===== config.mk =====
export PLATFORM = sky130hd
export DESIGN_NAME = mem_rw_arb
export DESIGN_NICKNAME = d
export VERILOG_FILES = /design/src/rtl/mem_arb_pkg.sv /design/src/rtl/mem_arb_pick.sv /design/src/rtl/mem_rw_arb.sv
export SDC_FILE = /design/constraint.sdc
export NUM_CORES = 1
export LEC_CHECK = 0
export BUFFER_PORTS_ARGS = -buffer_cell sky130_fd_sc_hd__buf_4
export CORE_ASPECT_RATIO = 1.2
export CORE_UTILIZATION = 31
export DETAILED_ROUTE_END_ITERATION = 8
export GPL_TIMING_DRIVEN = 0
export PLACE_DENSITY = 0.78
export SLEW_MARGIN = 10
export SYNTH_ARGS = -nofsm -noshare
export SYNTH_HDL_FRONTEND = slang
export SYNTH_SLANG_ARGS = --single-unit

===== constraint.sdc =====
create_clock -name clk_i -period 1.1 [get_ports clk_i]
set_input_delay 0.055 -clock clk_i [delete_from_list [all_inputs] [get_ports clk_i]]
set_output_delay 0.055 -clock clk_i [all_outputs]
set_load 0.005 [all_outputs]

===== src/rtl/mem_arb_pkg.sv =====
// Shared types and constants for the memory read/write arbiter.
package mem_arb_pkg;

  typedef enum logic {
    ST_IDLE = 1'b0,
    ST_OWN  = 1'b1
  } state_t;

  localparam int REQ_PANEL = 0;
  localparam int REQ_CORE  = 1;
  localparam int REQ_SNAP  = 2;

  localparam int DEF_NREQ = 3;
  localparam int DEF_AW   = 8;
  localparam int DEF_DW   = 16;

endpackage


===== src/rtl/mem_arb_pick.sv =====
// Winner selection: search starts just after ptr_i and wraps; first set request wins.
module mem_arb_pick
  import mem_arb_pkg::*;
#(
  parameter int NREQ = DEF_NREQ,
  parameter int IW   = (NREQ > 1) ? $clog2(NREQ) : 1
) (
  input  logic [NREQ-1:0] req_i,
  input  logic [IW-1:0]   ptr_i,
  output logic            any_o,
  output logic [IW-1:0]   idx_o,
  output logic [NREQ-1:0] oh_o
);

  int w_j;

  // Rotate by the pointer, priority-encode, and emit both index and one-hot.
  always_comb begin
    any_o = 1'b0;
    idx_o = '0;
    oh_o  = '0;
    w_j   = 0;
    for (int k = 0; k < NREQ; k++) begin
      w_j = (int'(ptr_i) + 1 + k) % NREQ;
      if (!any_o && req_i[w_j]) begin
        any_o     = 1'b1;
        idx_o     = IW'(w_j);
        oh_o[w_j] = 1'b1;
      end else begin
        any_o = any_o;
      end
    end
  end

endmodule


===== src/rtl/mem_rw_arb.sv =====
// Arbitrates NREQ requesters onto one memory rw-port with an IDLE/OWN FSM.
// Define MEM_ARB_RR_EN for round-robin selection; fixed priority otherwise.
module mem_rw_arb
  import mem_arb_pkg::*;
#(
  parameter int NREQ = DEF_NREQ,
  parameter int AW   = DEF_AW,
  parameter int DW   = DEF_DW
) (
  input  logic             clk_i,
  input  logic             rst_i,
  input  logic [NREQ-1:0]    req_val_i,
  input  logic [NREQ-1:0]    req_wen_i,
  input  logic [NREQ*AW-1:0] req_addr_i,
  input  logic [NREQ*DW-1:0] req_wdata_i,
  output logic [NREQ-1:0]    req_rdy_o,
  output logic [NREQ-1:0]    req_rvalid_o,
  output logic [DW-1:0]      rdata_o,
  output logic             m_val_o,
  output logic             m_wen_o,
  output logic [AW-1:0]      m_addr_o,
  output logic [DW-1:0]      m_wdata_o,
  input  logic             m_rdy_i,
  input  logic [DW-1:0]      m_rdata_i,
  output logic [NREQ-1:0]    gnt_o,
  output logic             busy_o
);

  localparam int IW = (NREQ > 1) ? $clog2(NREQ) : 1;

  state_t          r_state, w_state_nxt;
  logic [IW-1:0]   r_owner, w_owner_nxt, r_rv_owner;
  logic [NREQ-1:0] r_gnt, w_gnt_nxt;
  logic            r_rvalid;
  logic            w_accept, w_own_val;
  logic            w_pick_any;
  logic [IW-1:0]   w_pick_idx, w_ptr;
  logic [NREQ-1:0] w_pick_oh;

`ifdef MEM_ARB_RR_EN
  logic [IW-1:0] r_ptr;

  // Round-robin pointer remembers the last accepted owner.
  always_ff @(posedge clk_i) begin
    if (rst_i) begin
      r_ptr <= IW'(NREQ - 1);
    end else if (w_accept) begin
      r_ptr <= r_owner;
    end else begin
      r_ptr <= r_ptr;
    end
  end

  assign w_ptr = r_ptr;
`else
  // A fixed pointer at the last index makes the search start at index 0.
  assign w_ptr = IW'(NREQ - 1);
`endif

  mem_arb_pick #(.NREQ(NREQ), .IW(IW)) u_pick (
    .req_i (req_val_i),
    .ptr_i (w_ptr),
    .any_o (w_pick_any),
    .idx_o (w_pick_idx),
    .oh_o  (w_pick_oh)
  );

  assign w_own_val = req_val_i[r_owner];

  // Next-state and the combinational memory-port mux; everything forced low in reset.
  always_comb begin
    w_state_nxt = r_state;
    w_owner_nxt = r_owner;
    w_gnt_nxt   = r_gnt;
    w_accept    = 1'b0;
    m_val_o     = 1'b0;
    m_wen_o     = 1'b0;
    m_addr_o    = '0;
    m_wdata_o   = '0;
    req_rdy_o   = '0;
    busy_o      = 1'b0;
    gnt_o       = r_gnt;
    rdata_o     = m_rdata_i;
    req_rvalid_o = '0;
    if (r_rvalid) begin
      req_rvalid_o[r_rv_owner] = 1'b1;
    end else begin
      req_rvalid_o = '0;
    end
    case (r_state)
      ST_IDLE: begin
        if (w_pick_any) begin
          w_state_nxt = ST_OWN;
          w_owner_nxt = w_pick_idx;
          w_gnt_nxt   = w_pick_oh;
        end else begin
          w_state_nxt = ST_IDLE;
        end
      end
      ST_OWN: begin
        busy_o    = 1'b1;
        m_val_o   = w_own_val;
        m_wen_o   = req_wen_i[r_owner];
        m_addr_o  = req_addr_i[r_owner*AW +: AW];
        m_wdata_o = req_wdata_i[r_owner*DW +: DW];
        req_rdy_o[r_owner] = m_rdy_i;
        w_accept  = w_own_val && m_rdy_i;
        // Leave on acceptance or when the owner withdraws; no re-arbitration here.
        if (w_accept || !w_own_val) begin
          w_state_nxt = ST_IDLE;
          w_gnt_nxt   = '0;
        end else begin
          w_state_nxt = ST_OWN;
        end
      end
      default: begin
        w_state_nxt = ST_IDLE;
        w_gnt_nxt   = '0;
      end
    endcase
    if (rst_i) begin
      m_val_o      = 1'b0;
      m_wen_o      = 1'b0;
      m_addr_o     = '0;
      m_wdata_o    = '0;
      req_rdy_o    = '0;
      busy_o       = 1'b0;
      gnt_o        = '0;
      rdata_o      = '0;
      req_rvalid_o = '0;
    end else begin
      busy_o = busy_o;
    end
  end

  // State, owner, grant and the one-cycle-late read-valid tracker.
  always_ff @(posedge clk_i) begin
    if (rst_i) begin
      r_state    <= ST_IDLE;
      r_owner    <= '0;
      r_gnt      <= '0;
      r_rvalid   <= 1'b0;
      r_rv_owner <= '0;
    end else begin
      r_state    <= w_state_nxt;
      r_owner    <= w_owner_nxt;
      r_gnt      <= w_gnt_nxt;
      r_rvalid   <= w_accept && !req_wen_i[r_owner];
      r_rv_owner <= r_owner;
    end
  end

endmodule


==> metrics.md <==
| Metric | Value |
|---|---|
| Outcome | `complete, but fails checks` |
| Failing checks | `negative setup slack` |
| PortBufs | `147` |
| Number of hold violations in the final report | `0` |
| RSZ-0062 raised after global routing | `yes` |
| HPWL after detailed placement | `4197 um` |
| Cell Area, Synth | `1297 sq um` |
| Post-route cell area | `3039 sq um` |
| Boundary pin count | `149` |
| Req. time, crit path | `1040 ps` |
| Vias in the first global route | `1,712` |
| Total grt overflow | `0` |
| Clock latency on the worst-skew pair | `230 ps` |
| Reg area | `183.9 sq um` |
| Leak pwr | `1.490 nW` |
| Via density | `5.005` |
| Hold Crit Class | `in2reg` |
| Site Rows | `25` |
| Total wire length | `6507 um` |
| Largest family of logic cells by synthesized area | `simple AND/OR/NAND/NOR gates` |
| Crit. End Element | `output port` |
| Via count | `2,067` |
| Reg-to-reg setup timing slack | `-290 ps` |
| Setup Skew | `1.949 ps` |
| Clock sinks | `9` |
| Final period util | `140.2%` |
| Relative slew margins | `79.81%` |
| Filler cells | `271` |
| Area occupied by multi-input gates | `1244 sq um` |
| Synth cell types | `27` |
| Drt first pass iters | `4` |
| Syn nets | `291` |
| Worst EP arrival | `1490 ps` |
| Maximum vdd drop | `0.6312 mV` |
| Crit path time final | `1542 ps` |
| Fin. max-slew vios | `0` |
| Post-synthesis sequential area ratio | `13.89%` |
| Max Clock Freq | `648.4 MHz` |
| Most frequent cells in the layout | `buf_4, nand2_1, nor2b_1` |
| Share of layout cells above drive strength 1 | `73.54%` |
| Post-Synth Simple-Gate Area | `36.93%` |
| Syn Inst Count | `194` |
| Antenna violations before repair | `0` |
| Antenna fix cells | `0` |
| CTS tree | `yes` |
| Post-synthesis mux area share | `22.57%` |
| Xor/xnor share of the synthesized area | `0%` |
| Tot GR Track Use | `22.28%` |
| Average wire per standard cell | `15.76 um` |
| Power density over cell area | `602.6 nW/um^2` |
| Max_cap viols | `0` |
| Worst setup SP type | `flop` |
| Post-route setup slack | `-442.2 ps` |
| Initial Utilization | `32.66%` |
| Largest net degree at the start of global routing | `11` |
| Worst-path clk slew | `40 ps` |
| First-pass GRT wire length | `7507 um` |
| Endpoints failing setup | `34` |
| Worst Tran Pin Value | `302.9 ps` |
| Most common cell after layout, fill and taps aside | `buf_4` |
| CTS Buffer Depth | `2` |
| TritonCTS Buffers | `3` |
| H-tree levels | `1` |
| Synth Area in Adders | `0%` |
| Hold_buf cts | `0` |
| Placed cell area | `2479 sq um` |
| Drt first-iter violations | `100` |
| Yosys warning total | `0` |
| Final Wtd Congestion | `0.7781` |
| Die area | `4449 sq um` |
| Area growth from synthesis to layout | `134.2%` |
| Vert. Die Dim | `72.87 um` |
| Core box area | `3973 sq um` |
| Chip width | `61.06 um` |
| Post-synthesis compound-gate area fraction | `16.68%` |
| Final nets | `457` |
| Yosys reg bits | `9` |
| Clock Tree Root | `clkbuf_8` |
| Max FO, Critical Path | `8` |
| Routed Antenna Nets | `0` |
| Post-route DRC violation count | `0` |
| Pwr Total | `1.832 mW` |
| Crit Path Category | `reg2out` |
| Post-Syn Area per Cell | `6.688 sq um` |
==> kinds of logic after synthesis <==
| kind of cell | Yosys count |
|---|---|
| AOI/OAI and AO/OA | 37 |
| muxes | 26 |
| DFF | 9 |
| and+or+nand+nor | 100 |
| buffers and inverters | 22 |
==> cells in the mapped netlist, drive strengths merged <==
| library cell | instances | area share (%) |
|---|---|---|
| or3 | 1 | 0.48 |
| inv | 4 | 1.2 |
| and3b | 1 | 0.68 |
| o32ai | 1 | 0.68 |
| o22ai | 1 | 0.48 |
| nor3 | 5 | 1.9 |
| nand2b | 4 | 1.9 |
| buf | 12 | 6.9 |
| a311oi | 1 | 0.68 |
| a22oi | 2 | 1.9 |
| o21ai | 3 | 1.2 |
| nor2b | 22 | 11 |
| nand3b | 1 | 0.58 |
| a211oi | 1 | 0.96 |
| nor2 | 10 | 2.9 |
| nand2 | 51 | 15 |
| mux2 | 26 | 23 |
| a21oi | 28 | 11 |
| dfxtp | 9 | 14 |
| clkbuf | 6 | 1.8 |
| nor3b | 5 | 2.9 |
==> state kept, by name (all words and copies together), names as in the netlist <==
register	count
r_rv_owner	2
r_state	1
r_gnt	3
r_rvalid	1
r_owner	2
==> metrics by stage <==
stage / hold WS [ps] / cells / TNS (ps) / worst slack (ps) / util, %
final: 123.1 / 413 / -12050 / -442.2 / 76.50
after global routing: 132.6 / 413 / -13930 / -505.0 / 76.50
after CTS: 120.0 / 403 / -11230 / -404.9 / 66.49
after detailed placement: 363.5 / 395 / -7976 / -327.2 / 62.39
after global placement: 358.0 / 395 / -7030 / -317.9 / 62.39
after floorplan: 191.0 / 194 / -136.7 / -37.15 / -
==> routing by layer <==
layer	up-vias	track usage [%]	routed length [um]
met3	16	5.674	577
li1	980	-	-
met4	0	5.808	180
met2	128	43.36	3481
met1	943	22.45	2267
met5	-	0	0
==> timing repair <==
item                       in CTS  in global routing
resized for setup              30                 73
pin swaps                       1                 25
hold endpoints to repair        0                  0
setup endpoints to repair      49                 40
gates cloned                    0                  4
buffers inserted                4                  6
==> power breakdown <==
group	switching [mW]	internal [mW]
sequential	0.00953	0.345
combinational	0.436	0.665
clock	0.124	0.252
total	0.570	1.26
==> worst max-delay path, cell delays in order, from the launching register on <==
cell and delay [ps]:
dfxtp_2 340, buf_12 150, clkbuf_16 160, mux2_4 300
nand2_1 80, a21oi_1 80, buf_4 150
==> path summary, 6_finish.rpt <==
kind                start            to  depth (start not counted)
max            r_owner[1]  m_wdata_o[6]                          6
min          req_val_i[1]    r_owner[0]                          3
max reg2reg    r_owner[1]       r_state                          7
min reg2reg      r_gnt[1]      r_gnt[1]                          2
==> final cells by class <==
class	count	area share, %
sequential	9	6.052
multi-input combinational	163	40.92
tap	54	2.223
clock buffer	4	1.482
inverter	4	0.5764
buffer	18	6.175
timing repair buffer	161	42.57
No activity file was read; power rests on OpenSTA's default activity.
